File: config.mk
export PLATFORM = sky130hd
export DESIGN_NAME = mux_sel_ctrl
export DESIGN_NICKNAME = d
export VERILOG_FILES = /design/src/rtl/mux_sel_ctrl.sv
export SDC_FILE = /design/constraint.sdc
export NUM_CORES = 1
export LEC_CHECK = 0
export CAP_MARGIN = 20
export CORE_MARGIN = 5
export CORE_UTILIZATION = 45
export DETAILED_ROUTE_END_ITERATION = 8
export PLACE_DENSITY = 0.69
export SLEW_MARGIN = 0
export SYNTH_ARGS = -nofsm -noshare
export SYNTH_HDL_FRONTEND = slang
export SYNTH_SLANG_ARGS = --single-unit
File: constraint.sdc
create_clock -name clk -period 2.87 [get_ports clk]
set_clock_uncertainty 0.1 [all_clocks]
set_input_delay 0.287 -clock clk [delete_from_list [all_inputs] [get_ports clk]]
set_output_delay 0.287 -clock clk [all_outputs]
set_load 0.02 [all_outputs]
File: src/rtl/mux_sel_ctrl.sv
// mux_sel_ctrl: select generator for the 4:1 switch mux.
// Two raw pushbuttons are synchronized, debounced and edge-detected:
//   - btn_step advances sel by one while in MANUAL.
//   - btn_mode toggles between MANUAL and AUTO.
// In AUTO a prescaler advances sel once every SCAN_DIV cycles.
//
// Ports:
//   clk          system clock, all state on the rising edge
//   rst_n        asynchronous active-low reset
//   btn_step     raw step pushbutton, active-high, asynchronous
//   btn_mode     raw mode pushbutton, active-high, asynchronous
//   sel          registered select word (drives mux Sel)
//   sel_changed  one-cycle pulse in the first cycle sel holds a new value
//   auto_mode    1 while the FSM is in AUTO; this is the FSM state itself,
//                so it doubles as the state debug output
//
// Handshake note: there is no valid/ready traffic here. The button inputs
// are level inputs with no ready, and the outputs are plain registered
// levels/pulses with no back-pressure.
module mux_sel_ctrl #(
  parameter int WIDTH           = 2,
  parameter int DEBOUNCE_CYCLES = 50000,
  parameter int SCAN_DIV        = 25000000
) (
  input  logic             clk,
  input  logic             rst_n,
  input  logic             btn_step,
  input  logic             btn_mode,
  output logic [WIDTH-1:0] sel,
  output logic             sel_changed,
  output logic             auto_mode
);

  localparam int DB_W = ($clog2(DEBOUNCE_CYCLES) < 1) ? 1 : $clog2(DEBOUNCE_CYCLES);
  localparam int SC_W = ($clog2(SCAN_DIV) < 1) ? 1 : $clog2(SCAN_DIV);
  localparam logic [DB_W-1:0] DB_LAST = DB_W'(DEBOUNCE_CYCLES - 1);
  localparam logic [SC_W-1:0] SC_LAST = SC_W'(SCAN_DIV - 1);

  // Bit 0 = step button, bit 1 = mode button.
  logic [1:0] raw;
  logic [1:0] sync1_q;
  logic [1:0] sync2_q;
  logic [1:0] db_q;      // debounced level
  logic [1:0] db_dly_q;  // debounced level delayed one cycle
  logic [DB_W-1:0] db_cnt_q [2];

  assign raw = {btn_mode, btn_step};

  // Synchronizer + debounce for both buttons. The counter only runs while
  // the synchronized level disagrees with the accepted level, so any return
  // to the accepted level before the count completes discards the glitch.
  always_ff @(posedge clk or negedge rst_n) begin
    if (!rst_n) begin
      sync1_q     <= '0;
      sync2_q     <= '0;
      db_q        <= '0;
      db_dly_q    <= '0;
      db_cnt_q[0] <= '0;
      db_cnt_q[1] <= '0;
    end else begin
      sync1_q  <= raw;
      sync2_q  <= sync1_q;
      db_dly_q <= db_q;
      for (int b = 0; b < 2; b++) begin
        if (sync2_q[b] == db_q[b]) begin
          db_cnt_q[b] <= '0;
        end else if (db_cnt_q[b] == DB_LAST) begin
          db_q[b]     <= sync2_q[b];
          db_cnt_q[b] <= '0;
        end else begin
          db_cnt_q[b] <= db_cnt_q[b] + DB_W'(1);
        end
      end
    end
  end

  // Rising edges of the debounced levels only; releases do nothing.
  logic step_press;
  logic mode_press;
  assign step_press = db_q[0] & ~db_dly_q[0];
  assign mode_press = db_q[1] & ~db_dly_q[1];

  typedef enum logic {
    MANUAL = 1'b0,
    AUTO   = 1'b1
  } state_e;

  state_e          state_q;
  logic [WIDTH-1:0] sel_q;
  logic             sel_changed_q;
  logic [SC_W-1:0]  presc_q;
  logic             scan_tc;

  assign scan_tc = (presc_q == SC_LAST);

  // Mode press has priority: when it coincides with a step press or a scan
  // terminal count, only the state flips and sel is left alone.
  always_ff @(posedge clk or negedge rst_n) begin
    if (!rst_n) begin
      state_q       <= MANUAL;
      sel_q         <= '0;
      sel_changed_q <= 1'b0;
      presc_q       <= '0;
    end else begin
      sel_changed_q <= 1'b0;
      case (state_q)
        MANUAL: begin
          presc_q <= '0;
          if (mode_press) begin
            state_q <= AUTO;
          end else if (step_press) begin
            sel_q         <= sel_q + WIDTH'(1);
            sel_changed_q <= 1'b1;
          end
        end
        AUTO: begin
          if (mode_press) begin
            state_q <= MANUAL;
            presc_q <= '0;
          end else if (scan_tc) begin
            presc_q       <= '0;
            sel_q         <= sel_q + WIDTH'(1);
            sel_changed_q <= 1'b1;
          end else begin
            presc_q <= presc_q + SC_W'(1);
          end
        end
        default: begin
          state_q <= MANUAL;
          presc_q <= '0;
        end
      endcase
    end
  end

  assign sel         = sel_q;
  assign sel_changed = sel_changed_q;
  assign auto_mode   = (state_q == AUTO);

endmodule
After elaboration in Yosys (flattened, before gate mapping)
Cells that the tools add are included.
{"block": "totals", "ff_bits": 69, "latchBits": 0, "ram_bits": 0, "romBits": 0, "input_bits": 4, "out_inout_bits": 4, "word_cells": 54, "n_memories": 0}
{"block": "classes", "add_sub_neg": 4, "mul": 0, "div": 0, "order_cmp": 0, "eq_ne": 9, "n_shift": 0, "muxes": 20, "bitwise": 7, "reduce_logical": 3}
{"operator": "$mux 16", "count": 4}
{"operator": "$mux 25", "count": 2}
{"operator": "$pmux 25 s2", "count": 1}
{"operator": "$add 16x1->16 const B", "count": 2}
{"operator": "$eq 16x16->1 const B", "count": 2}
{"operator": "$add 25x1->25 const B", "count": 1}
{"operator": "$eq 25x25->1 const B", "count": 1}
{"operator": "$mux 2", "count": 4}
{"operator": "$mux 1", "count": 6}
{"operator": "$ne 2x2->1 const B", "count": 3}
{"operator": "$not 1->1", "count": 5}
{"operator": "$pmux 1 s2", "count": 2}
{"operator": "$pmux 2 s2", "count": 1}
{"operator": "$reduce_and 2->1", "count": 2}
{"operator": "$reduce_and 4->1", "count": 1}
{"operator": "$add 2x1->2 const B", "count": 1}
{"operator": "$and 1x1->1", "count": 2}
{"operator": "$eq 1x1->1", "count": 2}
{"operator": "$ne 2x1->1 const B", "count": 1}

Depth between registers and ports, before layout
Gate-level depths: netlist (run 1).
{"block": "logic_depth", "ltp_word": 5, "mapped_depth": 7, "depth_no_buf": 6}

Worst setup path after synthesis (run 1)
OpenSTA, ideal clock, no wires.
{"block": "synth_timing", "path_kind": "flip-flop to flip-flop", "startpoint": "register presc_q[0]", "endpoint": "register presc_q[10]", "setup_time_ps": 132, "arrival_time_ps": 1754, "slack_ps": 884, "stages_incl_launch_ff": 8, "synth_period_minus_slack_ps": 1986, "path_cell_list": "dfrtp_1 > ha_1 > and4_1 > buf_2 > nand2_1 > o31ai_2 > clkbuf_1 > nor2_1"}
{"block": "synth_between", "elab_chain_len": 4, "elab_cells_between_ends": 5}
{"element": "from (decl)", "line_no": "91", "rtl": "logic [SC_W-1:0] presc_q;"}
{"element": "from (signal assigned)", "line_no": "125", "rtl": "presc_q <= presc_q + SC_W'(1);"}
{"element": "$add 25x1->25 or $eq 25x25->1 (tied branches)", "line_no": "125, 94"}
{"element": "$mux 25 (*)", "line_no": "120", "rtl": "end else if (scan_tc) begin"}
{"element": "$mux 25 (*)", "line_no": "117", "rtl": "if (mode_press) begin"}
{"element": "$pmux 25 s2 (*)", "line_no": "106", "rtl": "case (state_q)"}
Every way passes the cells marked *; elsewhere a longest branch is shown, timed or not.
A chain may end at the register's enable or synchronous reset.

Worst setup path in the final report (run 1)
{"block": "layout_timing", "startpoint": "register presc_q[0]", "endpoint": "register presc_q[24]"}
The elaborated chain is that of the path after synthesis.

==> results of run 1 <==
-- power by group --
group          total, mW  switching [mW]  internal (mW)
clock              0.731           0.371          0.360
combinational     0.0431          0.0304         0.0126
sequential         0.989         0.00755          0.981
-- path summary, 6_finish.rpt --
path                            start           to  slack [ps]  cells past startpoint
setup / recovery           presc_q[0]  presc_q[24]         850                      5
hold / removal             sync1_q[1]   sync2_q[1]         260                      0
setup reg to reg           presc_q[0]  presc_q[24]         850                      5
hold reg to reg            sync1_q[1]   sync2_q[1]         260                      0
max in group asynchronous       rst_n   presc_q[0]        1630                      3
min in group asynchronous       rst_n  presc_q[20]         310                      2
-- per-layer routing --
metal,part of all wire [%],vias up,track usage (%),routed length (um)
li1,-,1200,-,-
met1,49,1206,20.1,2930
met2,46,25,23.0,2770
met3,2.2,9,2.13,130
met4,2.3,0,8.18,139
met5,0,-,0,0
-- worst max-delay path, cell delays in order, from the launching register on --
cell and delay, ps:
sky130_fd_sc_hd__dfrtp_1 390, sky130_fd_sc_hd__ha_1 220, sky130_fd_sc_hd__and4_1 400, sky130_fd_sc_hd__nand3_1 200, sky130_fd_sc_hd__or4_1 500, sky130_fd_sc_hd__a21oi_1 150
-- repair_timing --
| action | in CTS | in global routing |
|---|---|---|
| endpoints found under the hold margin | 18 | 0 |
| buffers inserted | 0 | 0 |
| hold buffers | 1 | 0 |
-- sequential cells by signal, summed over array words and instances, names as in the netlist --
signal and cells:
db_q 2, auto_mode 1, sync2_q 2, presc_q 25
sel_changed 1, db_cnt_q 32, sel 2, sync1_q 2
db_dly_q 2
-- per-stage QoR --
| stage | hold slack, ps | cell area, um2 |
|---|---|---|
| finish | 255 | 3670 |
| CTS | 257 | 3670 |
| global route | 261 | 3670 |
| global placement | 159 | 3480 |
| floorplan | -109 | 3300 |
| detailed placement | 164 | 3480 |
-- placed cells by master (no fill, tap or decap), types with 2 or more instances in the layout --
master and count:
sky130_fd_sc_hd__nand3_1 21, sky130_fd_sc_hd__clkdlybuf4s50_1 6, sky130_fd_sc_hd__or3_1 11, sky130_fd_sc_hd__nor2_1 42
sky130_fd_sc_hd__xor2_1 21, sky130_fd_sc_hd__a21oi_1 20, sky130_fd_sc_hd__nor3b_1 2, sky130_fd_sc_hd__ha_1 5
sky130_fd_sc_hd__inv_1 7, sky130_fd_sc_hd__and4_1 7, sky130_fd_sc_hd__dfrtp_1 69, sky130_fd_sc_hd__nor4bb_1 4
sky130_fd_sc_hd__xnor2_1 16, sky130_fd_sc_hd__clkinvlp_4 2, sky130_fd_sc_hd__o21ai_0 11, sky130_fd_sc_hd__mux2_2 2
sky130_fd_sc_hd__nor3_1 7, sky130_fd_sc_hd__or2_2 2, sky130_fd_sc_hd__nand4_1 16, sky130_fd_sc_hd__or4_1 7
sky130_fd_sc_hd__nor4b_1 3, sky130_fd_sc_hd__nand2_1 20, sky130_fd_sc_hd__buf_4 4, sky130_fd_sc_hd__o31ai_1 7
sky130_fd_sc_hd__and3_1 9, sky130_fd_sc_hd__clkbuf_8 11, sky130_fd_sc_hd__nor4_1 3
-- layout make-up --
type | count | area [um2]
fill | 668 | 3540
multi-input combinational | 242 | 1510
sequential | 69 | 1730
clock buffer | 11 | 151
clock inverter | 4 | 32.5
tap | 99 | 124
timing repair buffer | 12 | 105
inverter | 7 | 26.3
-- cells by family after synthesis --
| family | Yosys count | synth area share, % |
|---|---|---|
| multiplexers | 2 | 0.683 |
| flip-flops | 69 | 52.3 |
| AO/OA/AOI/OAI | 40 | 6.94 |
| AND/OR/NAND/NOR | 158 | 26.3 |
| XOR/XNOR | 37 | 9.82 |
| buffers and inverters | 15 | 2.01 |
| adder cells (fa/ha/maj) | 5 | 1.90 |
==> impl_table.tex, run 1 <==
\begin{tabular}{lr}
\hline
Metric & Value \\
\hline
\multicolumn{2}{l}{\textbf{Synthesis}} \\
Fraction of the yosys area taken by sequential cells & 52.3\% \\
Post-synthesis register bit count & 69 \\
Most repeated cell in the gate-level netlist after synthesis & sky130\_fd\_sc\_hd\_\_dfrtp\_1 \\
Number of standard cells after synthesis & 326 \\
Most used standard cells in the synthesized netlist & sky130\_fd\_sc\_hd\_\_dfrtp\_1 (69), sky130\_fd\_sc\_hd\_\_nor2\_1 (42), sky130\_fd\_sc\_hd\_\_nand3\_1 (21), sky130\_fd\_sc\_hd\_\_xor2\_1 (21) \\
Top\_reg\_cell synth & sky130\_fd\_sc\_hd\_\_dfrtp\_1 \\
FFs w/ async S/R, synth & 100\% \\
Cell area after technology mapping & 0.00330 mm2 \\
Net count after synthesis & $\sim$340 \\
Top cell type's share of synthesized area & 52.3\% \\
Count of flip-flops with a built-in enable after synthesis & 0 \\
Count of cell types in the netlist & 32 \\
Largest area contributor in the netlist & sky130\_fd\_sc\_hd\_\_dfrtp\_1 \\
Synth warn & 0 \\
Leading cell types by total area after synthesis & sky130\_fd\_sc\_hd\_\_dfrtp\_1 (52\%), sky130\_fd\_sc\_hd\_\_xor2\_1 (5.6\%), sky130\_fd\_sc\_hd\_\_nor2\_1 (4.8\%) \\
Post-Syn Area per Cell & 10.1 um2 \\
\multicolumn{2}{l}{\textbf{Cells and area}} \\
Utilization after layout & 50.9\% \\
Inserted Diodes & 0 \\
Share of post-route cells with drive strength above 1 & 8.12\% \\
Cell Count, Final, Fillers Out & 444 \\
Net count reported at finish & between 300 and 400 \\
Area Growth Syn to Fin & 11.3\% \\
\multicolumn{2}{l}{\textbf{Detailed routing}} \\
Number of nets still failing antenna checks after routing & 0 \\
DRT Wirelength & 5970 um \\
Vias & 2,440 \\
DRT Pass-1 Iters & 4 \\
Via-to-Cell Ratio & 5.50 \\
DRC viols & 0 \\
Average wire per standard cell & 13.5 um \\
Initial DRC count & 98 \\
\multicolumn{2}{l}{\textbf{Die}} \\
Chip Height & 95.6 um \\
Standard-cell row count & 31 \\
Die Footprint & 0.00914 mm2 \\
Chip Width & 95.6 um \\
Starting density of the core & a little under half \\
I/O Pins & 8 \\
Core area & 0.00721 mm2 \\
\multicolumn{2}{l}{\textbf{Pwr}} \\
Power per standard cell area & 480 mW/mm2 \\
Leakage power & between 1 and 1.5 nW \\
Max VDD drop & 0.000232 V \\
Total power draw & 1.76 mW \\
\multicolumn{2}{l}{\textbf{Critical path}} \\
Maximum fanout along the worst path & 9 \\
Critical path startpoint category & flop \\
Critical Setup Path Class & flop to flop \\
Crit path arrival time & 2200 ps \\
Data required, critical path & 3050 ps \\
Nature of the critical path endpoint & flop \\
\multicolumn{2}{l}{\textbf{STA}} \\
Max-slew violations & 0 \\
Unrepaired setup endpoints after global routing & no \\
Shortest clock period the worst path allows after layout & 2020 ps \\
Final worst path period share & 70.5\% \\
Actual slew at the worst max-slew pin & 509 ps \\
Post-route setup TNS & 0 ps \\
Achievable clock frequency & 0.494 GHz \\
Slew headroom & roughly two thirds \\
Final worst setup slack & 846 ps \\
Count of final hold-check violations & 0 \\
Setup-violating endpoint count in the final report & 0 \\
\multicolumn{2}{l}{\textbf{CTS}} \\
Inserted Clock Buffers & 9 \\
Number of gates resized after cts & 0 \\
Clock transition at path regs & 80 ps \\
Number of clock sinks seen by CTS & 69 \\
TritonCTS clock tree & yes \\
Maximum count of clock buffers along a single path & 2 \\
Worst skew pair latency & 350 ps \\
H-tree levels & 3 \\
Cell at the root of the clock tree & sky130\_fd\_sc\_hd\_\_clkbuf\_8 \\
\multicolumn{2}{l}{\textbf{Global routing}} \\
Global-route wire length before repair & 10,700 um \\
Via count of the first global-routing pass & 2,346 \\
Antenna violations before repair & 0 \\
Maximum number of pins on one net before global-route repair & 30 \\
Total congestion overflow after global routing & 0 \\
Total global routing track utilization & between 10\% and 20\% \\
\multicolumn{2}{l}{\textbf{Place}} \\
Last weighted congestion value of the routability-driven placer & 0.817 \\
Dpl cells & 428 \\
IO Port Bufs & 7 \\
Setup Slack @ Placement & slightly above 800 ps \\
Detailed placement HPWL & 4160 um \\
\multicolumn{2}{l}{\textbf{Outcome}} \\
Result of the run & complete, no violations \\
\multicolumn{2}{l}{\textbf{Worst hold path}} \\
Min-Delay Path Class & flop to flop \\
\multicolumn{2}{l}{\textbf{Job}} \\
Total of max-cap violations & 0 \\
\hline
\end{tabular}
(Power assumes the default switching activity.)
==> run 2, diff against run 1 <==
PLACE_DENSITY = 0.71   (was 0.69)
clock period = 1.8 ns   (was 2.87 ns; I/O delays follow)
==> impl_table.tex, run 2 (same netlist as run 1, synthesis figures left out) <==
\begin{tabular}{lr}
\hline
Metric & Value \\
\hline
\multicolumn{2}{l}{\textbf{Cells and area}} \\
Sequential cell area in the final layout & $\sim$0.0017 mm2 \\
Area of all placed cells without fillers & 0.00421 mm2 \\
Footprint of the multi-input gates & 0.00158 mm2 \\
Share of post-route cells with drive strength above 1 & 23.8\% \\
Largest registers & db\_cnt\_q (32), presc\_q (25) \\
Area Growth Syn to Fin & 27.5\% \\
Most frequent cells in the layout & sky130\_fd\_sc\_hd\_\_dfrtp\_1 (68), sky130\_fd\_sc\_hd\_\_buf\_4 (49), sky130\_fd\_sc\_hd\_\_nor2\_1 (42), sky130\_fd\_sc\_hd\_\_xor2\_1 (21), sky130\_fd\_sc\_hd\_\_nand2\_1 (20) \\
Net count reported at finish & 403 \\
Utilization after layout & $\sim$58\% \\
Filler cell count & about 620 \\
Inserted Diodes & 0 \\
Max reg flops & 32 \\
Most flops, register & db\_cnt\_q \\
Leading cell type in the layout, fill and taps excluded & sky130\_fd\_sc\_hd\_\_dfrtp\_1 \\
\multicolumn{2}{l}{\textbf{Outcome}} \\
Failing checks & setup timing \\
Result of the run & finished with violations \\
\multicolumn{2}{l}{\textbf{Global routing}} \\
Global-route wire length before repair & 12,100 um \\
Total congestion overflow after global routing & 0 \\
Via count of the first global-routing pass & 2,720 \\
Met1 global-route usage & 21.5\% \\
Met2 track demand over resource & 28.1\% \\
Total global routing track utilization & roughly 17\% \\
Maximum number of pins on one net before global-route repair & 28 \\
Antenna violations before repair & 0 \\
Most crowded layer after global routing & met2 \\
Met3 Use GR & between 3 and 4\% \\
\multicolumn{2}{l}{\textbf{Die}} \\
I/O Pins & 8 \\
Core area & approximately 0.007 mm2 \\
Starting density of the core & 45.7\% \\
Standard-cell row count & 31 \\
Chip Width & 95.6 um \\
Chip Height & 95.6 um \\
Die Footprint & 0.00914 mm2 \\
\multicolumn{2}{l}{\textbf{Detailed routing}} \\
Average wire per standard cell & 15.3 um \\
Initial DRC count & 132 \\
Number of nets still failing antenna checks after routing & 0 \\
DRC viols & 0 \\
DRT Pass-1 Iters & 5 \\
Vias & 2,768 \\
Via-to-Cell Ratio & 5.56 \\
DRT Wirelength & around 7600 um \\
\multicolumn{2}{l}{\textbf{CTS}} \\
Inserted Clock Buffers & 9 \\
TritonCTS clock tree & yes \\
Maximum count of clock buffers along a single path & 2 \\
H-tree levels & 3 \\
Worst skew pair latency & 360 ps \\
Cell at the root of the clock tree & sky130\_fd\_sc\_hd\_\_clkbuf\_8 \\
Clock transition at path regs & 80 ps \\
Number of clock sinks seen by CTS & 69 \\
\multicolumn{2}{l}{\textbf{Critical path}} \\
Critical Setup Path Class & flop to flop \\
Data required, critical path & 1930 ps \\
Cells along the critical path & buf\_4, and4bb\_2, nand4\_1, o31ai\_4, buf\_6, clkbuf\_16, a21oi\_1 \\
Maximum fanout along the worst path & 6 \\
CP max-delay cell & sky130\_fd\_sc\_hd\_\_dfrtp\_1 \\
Path depth of the worst reg2reg path & 7 \\
Delay of the slowest cell on the worst path & 390 ps \\
Critical register-to-register path endpoint & presc\_q[22] \\
Critical path startpoint category & flop \\
Worst reg-to-reg setup slack & -110 ps \\
Nature of the critical path endpoint & flop \\
Crit path arrival time & 2040 ps \\
Beginning of the worst register-to-register path & presc\_q[10] \\
\multicolumn{2}{l}{\textbf{STA}} \\
Count of final hold-check violations & 0 \\
Shortest clock period the worst path allows after layout & 1910 ps \\
Setup-violating endpoint count in the final report & 25 \\
Slew headroom & 61.7\% \\
Unrepaired setup endpoints after global routing & yes \\
Max-slew violations & 0 \\
Actual slew at the worst max-slew pin & 575 ps \\
Final worst path period share & 106\% \\
Final worst setup slack & -107 ps \\
Achievable clock frequency & 0.524 GHz \\
\multicolumn{2}{l}{\textbf{Place}} \\
Detailed placement HPWL & 4750 um \\
Last weighted congestion value of the routability-driven placer & 0.819 \\
Placed instance area & 0.00381 mm2 \\
IO Port Bufs & 7 \\
\multicolumn{2}{l}{\textbf{Pwr}} \\
Sequential power share & 55.4\% \\
P\_sw & 678 uW \\
Fraction of power spent switching nets & 23.8\% \\
Leakage power & 1.77 nW \\
Clk network pwr share & between 40\% and 50\% \\
Internal Power & between 2 and 2.5 mW \\
Power per standard cell area & slightly below 700 mW/mm2 \\
Max VDD drop & 0.000371 V \\
Fraction of power consumed by combinational cells & 2.8\% \\
\multicolumn{2}{l}{\textbf{Job}} \\
Total of max-cap violations & 0 \\
\multicolumn{2}{l}{\textbf{Worst hold path}} \\
Worst hold start & btn\_mode \\
Min-Delay Path Class & primary input to flop \\
Destination of the worst hold path & sync1\_q[1] \\
Hold Path Depth & 1 \\
\hline
\end{tabular}
run 2: cell count changes in the layout (fill, tap and decap cells not counted), sizes merged:
cell / before / now
buf: 5 / 55
clkbuf: 11 / 13
clkinv: 1 / 2
or4b: 1 / 2
run 2: routing by layer:
layer / share of wire [%] / wire length (um)
met5: 0 / 0
met4: 2.9 / 221
met3: 3.5 / 269
met2: 50 / 3800
met1: 44 / 3330
run 2: worst max path at each step:
stage,from,slack [ps],to
2_1_floorplan,presc_q[9],-90,presc_q[23]
3_3_place_gp,presc_q[0],-10,presc_q[24]
5_1_grt,presc_q[7],-150,presc_q[17]
3_5_place_dp,presc_q[0],-90,presc_q[24]
4_1_cts,presc_q[10],-60,presc_q[23]
6_report,presc_q[10],-110,presc_q[22]
run 2: through the flow:
step | hold WS [ps] | cells | setup WS (ps) | setup TNS [ps] | power [mW]
finish | 173 | 498 | -107 | -2050 | 2.85
floorplan | -216 | 326 | -85.3 | -85.3 | 1.63
global placement | 91.5 | 468 | -12.9 | -12.9 | 1.69
detailed placement | 92.3 | 468 | -90.9 | -338 | 1.69
global route | 154 | 498 | -150 | -2950 | 2.96
CTS | 158 | 487 | -57.3 | -96.7 | 2.88
run 2: layout make-up:
class	count	area share (%)
Inverter	7	0.625
Sequential cell	69	41.1
Clock inverter	5	0.803
Multi-Input combinational cell	243	37.5
Tap cell	99	2.95
Timing Repair Buffer	64	13.5
Clock buffer	11	3.60
run 2: repair_timing:
action | in CTS | in global routing
gates resized for setup | 3 | 16
endpoints found under the setup margin | 11 | 30
pin swaps | 2 | 6
endpoints found under the hold margin | 20 | 0
cloned | 0 | 4
hold buffers | 1 | 0
buffers inserted | 2 | 7
run 2: critical path: cells and delay by family, from the launching register on:
| family | cells | cell delay, ps |
|---|---|---|
| AOI/OAI and AO/OA | 2 | 340 |
| buffers and inverters | 3 | 460 |
| DFF | 1 | 390 |
| and+or+nand+nor | 2 | 490 |
run 2: power by group through the flow:
stage	Sequential (mW)	Clock (mW)	Combinational (mW)
2_1_floorplan	1.60	0	0.0249
3_3_place_gp	1.61	0	0.0796
3_5_place_dp	1.61	0	0.0822
4_1_cts	1.58	1.22	0.0839
5_1_grt	1.58	1.29	0.0951
6_report	1.58	1.19	0.0807
==> run 3, diff against run 2 <==
CORE_MARGIN = 4   (was 5)
PLACE_DENSITY = 0.6   (was 0.71)
==> impl_table.tex, run 3 (same netlist as run 1, synthesis figures left out) <==
\begin{tabular}{lr}
\hline
Metric & Value \\
\hline
\multicolumn{2}{l}{\textbf{Outcome}} \\
Result of the run & complete, no violations \\
\multicolumn{2}{l}{\textbf{STA}} \\
Achievable clock frequency & about 0.56 GHz \\
Max-slew violations & 0 \\
Slew headroom & 69.3\% \\
Shortest clock period the worst path allows after layout & between 1500 and 2000 ps \\
Hold WS & between 150 and 200 ps \\
Final worst setup slack & 0.986 ps \\
Unrepaired setup endpoints after global routing & yes \\
Actual slew at the worst max-slew pin & 459 ps \\
Setup-violating endpoint count in the final report & 0 \\
Count of final hold-check violations & 0 \\
Final worst path period share & 99.9\% \\
\multicolumn{2}{l}{\textbf{Critical path}} \\
Maximum fanout along the worst path & 5 \\
Path depth of the worst reg2reg path & 4 \\
Nature of the critical path endpoint & flop \\
Data required, critical path & 1960 ps \\
Critical path startpoint category & flop \\
Worst reg-to-reg setup slack & roughly 0.99 ps \\
Delay of the slowest cell on the worst path & roughly 500 ps \\
CP max-delay cell & sky130\_fd\_sc\_hd\_\_or4b\_4 \\
Beginning of the worst register-to-register path & presc\_q[9] \\
Critical Setup Path Class & flop to flop \\
Crit path arrival time & between 1500 and 2000 ps \\
Cells along the critical path & and4\_4, or4b\_4, or4\_1, a21oi\_1 \\
Critical register-to-register path endpoint & presc\_q[21] \\
\multicolumn{2}{l}{\textbf{Die}} \\
I/O Pins & 8 \\
Chip Width & 93.6 um \\
Die Footprint & 0.00877 mm2 \\
Core area & a little under 0.007 mm2 \\
Starting density of the core & 47.5\% \\
Chip Height & 93.6 um \\
Standard-cell row count & 30 \\
\multicolumn{2}{l}{\textbf{Global routing}} \\
Total congestion overflow after global routing & 0 \\
Antenna violations before repair & 0 \\
Global-route wire length before repair & $\sim$12,000 um \\
Maximum number of pins on one net before global-route repair & 70 \\
Total global routing track utilization & 17.3\% \\
Via count of the first global-routing pass & 2,740 \\
\multicolumn{2}{l}{\textbf{Cells and area}} \\
Leading cell type in the layout, fill and taps excluded & sky130\_fd\_sc\_hd\_\_dfrtp\_1 \\
Area of all placed cells without fillers & roughly 0.0042 mm2 \\
Most frequent cells in the layout & sky130\_fd\_sc\_hd\_\_dfrtp\_1 (68), sky130\_fd\_sc\_hd\_\_buf\_4 (53), sky130\_fd\_sc\_hd\_\_nor2\_1 (42), sky130\_fd\_sc\_hd\_\_xor2\_1 (21), sky130\_fd\_sc\_hd\_\_nand2\_1 (20) \\
Most flops, register & db\_cnt\_q \\
Max reg flops & 32 \\
Filler cell count & 574 \\
Share of post-route cells with drive strength above 1 & roughly a quarter \\
Largest registers & db\_cnt\_q (32), presc\_q (25) \\
Area Growth Syn to Fin & 26.7\% \\
Net count reported at finish & 404 \\
Sequential cell area in the final layout & 0.00173 mm2 \\
Utilization after layout & 60.2\% \\
Inserted Diodes & 0 \\
Footprint of the multi-input gates & between 0.0015 and 0.002 mm2 \\
\multicolumn{2}{l}{\textbf{Detailed routing}} \\
Average wire per standard cell & 13.7 um \\
Vias & around 2.6k \\
DRT Pass-1 Iters & 4 \\
Initial DRC count & 150 \\
Number of nets still failing antenna checks after routing & 0 \\
DRT Wirelength & 6770 um \\
Via-to-Cell Ratio & about 5.3 \\
DRC viols & 0 \\
\multicolumn{2}{l}{\textbf{CTS}} \\
TritonCTS clock tree & yes \\
Worst skew pair latency & 340 ps \\
H-tree levels & 3 \\
Inserted Clock Buffers & 9 \\
Number of clock sinks seen by CTS & 69 \\
Cell at the root of the clock tree & sky130\_fd\_sc\_hd\_\_clkbuf\_8 \\
Maximum count of clock buffers along a single path & 2 \\
Clock transition at path regs & 70 ps \\
\multicolumn{2}{l}{\textbf{Place}} \\
IO Port Bufs & 7 \\
Last weighted congestion value of the routability-driven placer & 0.781 \\
Placed instance area & about 0.0038 mm2 \\
Detailed placement HPWL & $\sim$4600 um \\
Setup Slack @ Placement & -100 ps \\
\multicolumn{2}{l}{\textbf{Worst hold path}} \\
Destination of the worst hold path & sync1\_q[1] \\
Worst hold start & btn\_mode \\
Hold Path Depth & 1 \\
Min-Delay Path Class & primary input to flop \\
\multicolumn{2}{l}{\textbf{Job}} \\
Total of max-cap violations & 0 \\
\multicolumn{2}{l}{\textbf{Pwr}} \\
Leakage power & roughly 1.8 nW \\
Max VDD drop & 0.000402 V \\
Power per standard cell area & 668 mW/mm2 \\
Total power draw & 2.79 mW \\
\hline
\end{tabular}
-- run 3: changes by cell type in the layout (fill, tap and decap cells not counted), sizes merged --
cell	delta
buf	+2
clkinv	+1
clkinvlp	-1
inv	-1
-- run 3: power breakdown --
part           switching [mW]  internal, mW
Sequential             0.0113          1.57
Combinational          0.0514        0.0290
Clock                   0.567         0.569
Total                   0.629          2.16
-- run 3: area by class of cell --
| type | count | share of cell area, % |
|---|---|---|
| flip-flops and latches | 69 | 41.3 |
| multi-input cells | 243 | 37.8 |
| repair buffers | 65 | 13.1 |
| clock buffers | 12 | 3.71 |
| well taps | 96 | 2.87 |
| inverters | 7 | 0.629 |
| clock inverters | 4 | 0.539 |
-- run 3: how the worst max path moves through the flow --
| stage | start | endpoint | slack [ps] | cells after the start |
|---|---|---|---|---|
| floorplan | presc_q[9] | presc_q[23] | -90 | 5 |
| global placement | presc_q[0] | presc_q[24] | -50 | 5 |
| detailed placement | presc_q[0] | presc_q[24] | -100 | 5 |
| CTS | presc_q[3] | presc_q[23] | -5 | 4 |
| global route | presc_q[10] | presc_q[22] | -80 | 7 |
| finish | presc_q[9] | presc_q[21] | 1 | 4 |
-- run 3: through the flow --
stage	std cells	setup TNS, ps
3_3_place_gp	470	-46.1
3_5_place_dp	470	-191
2_1_floorplan	326	-85.3
4_1_cts	490	-6.31
6_report	496	0
5_1_grt	496	-1680
-- run 3: per-layer routing --
metal  GRT usage, %  vias up  wire, um
met5              0        -         0
met4           7.10        0       121
met3           2.90       10       157
met2           28.4       27      3270
met1           22.7     1282      3220
li1               -     1315         -
-- run 3: what timing repair did --
action | 4_1_cts | 5_1_grt
setup buffers | 2 | 5
hold buffers | 1 | 0
hold endpoints to repair | 69 | 0
pin swaps | 6 | 3
setup endpoints to repair | 20 | 32
cloned | 1 | 1
resized for setup | 6 | 13
-- run 3: worst max-delay path: cells and delay by family, from the launching register on --
family | cells | cell delay [ps]
AND/OR/NAND/NOR | 3 | 1130
flip-flops | 1 | 360
AO/OA/AOI/OAI | 1 | 140
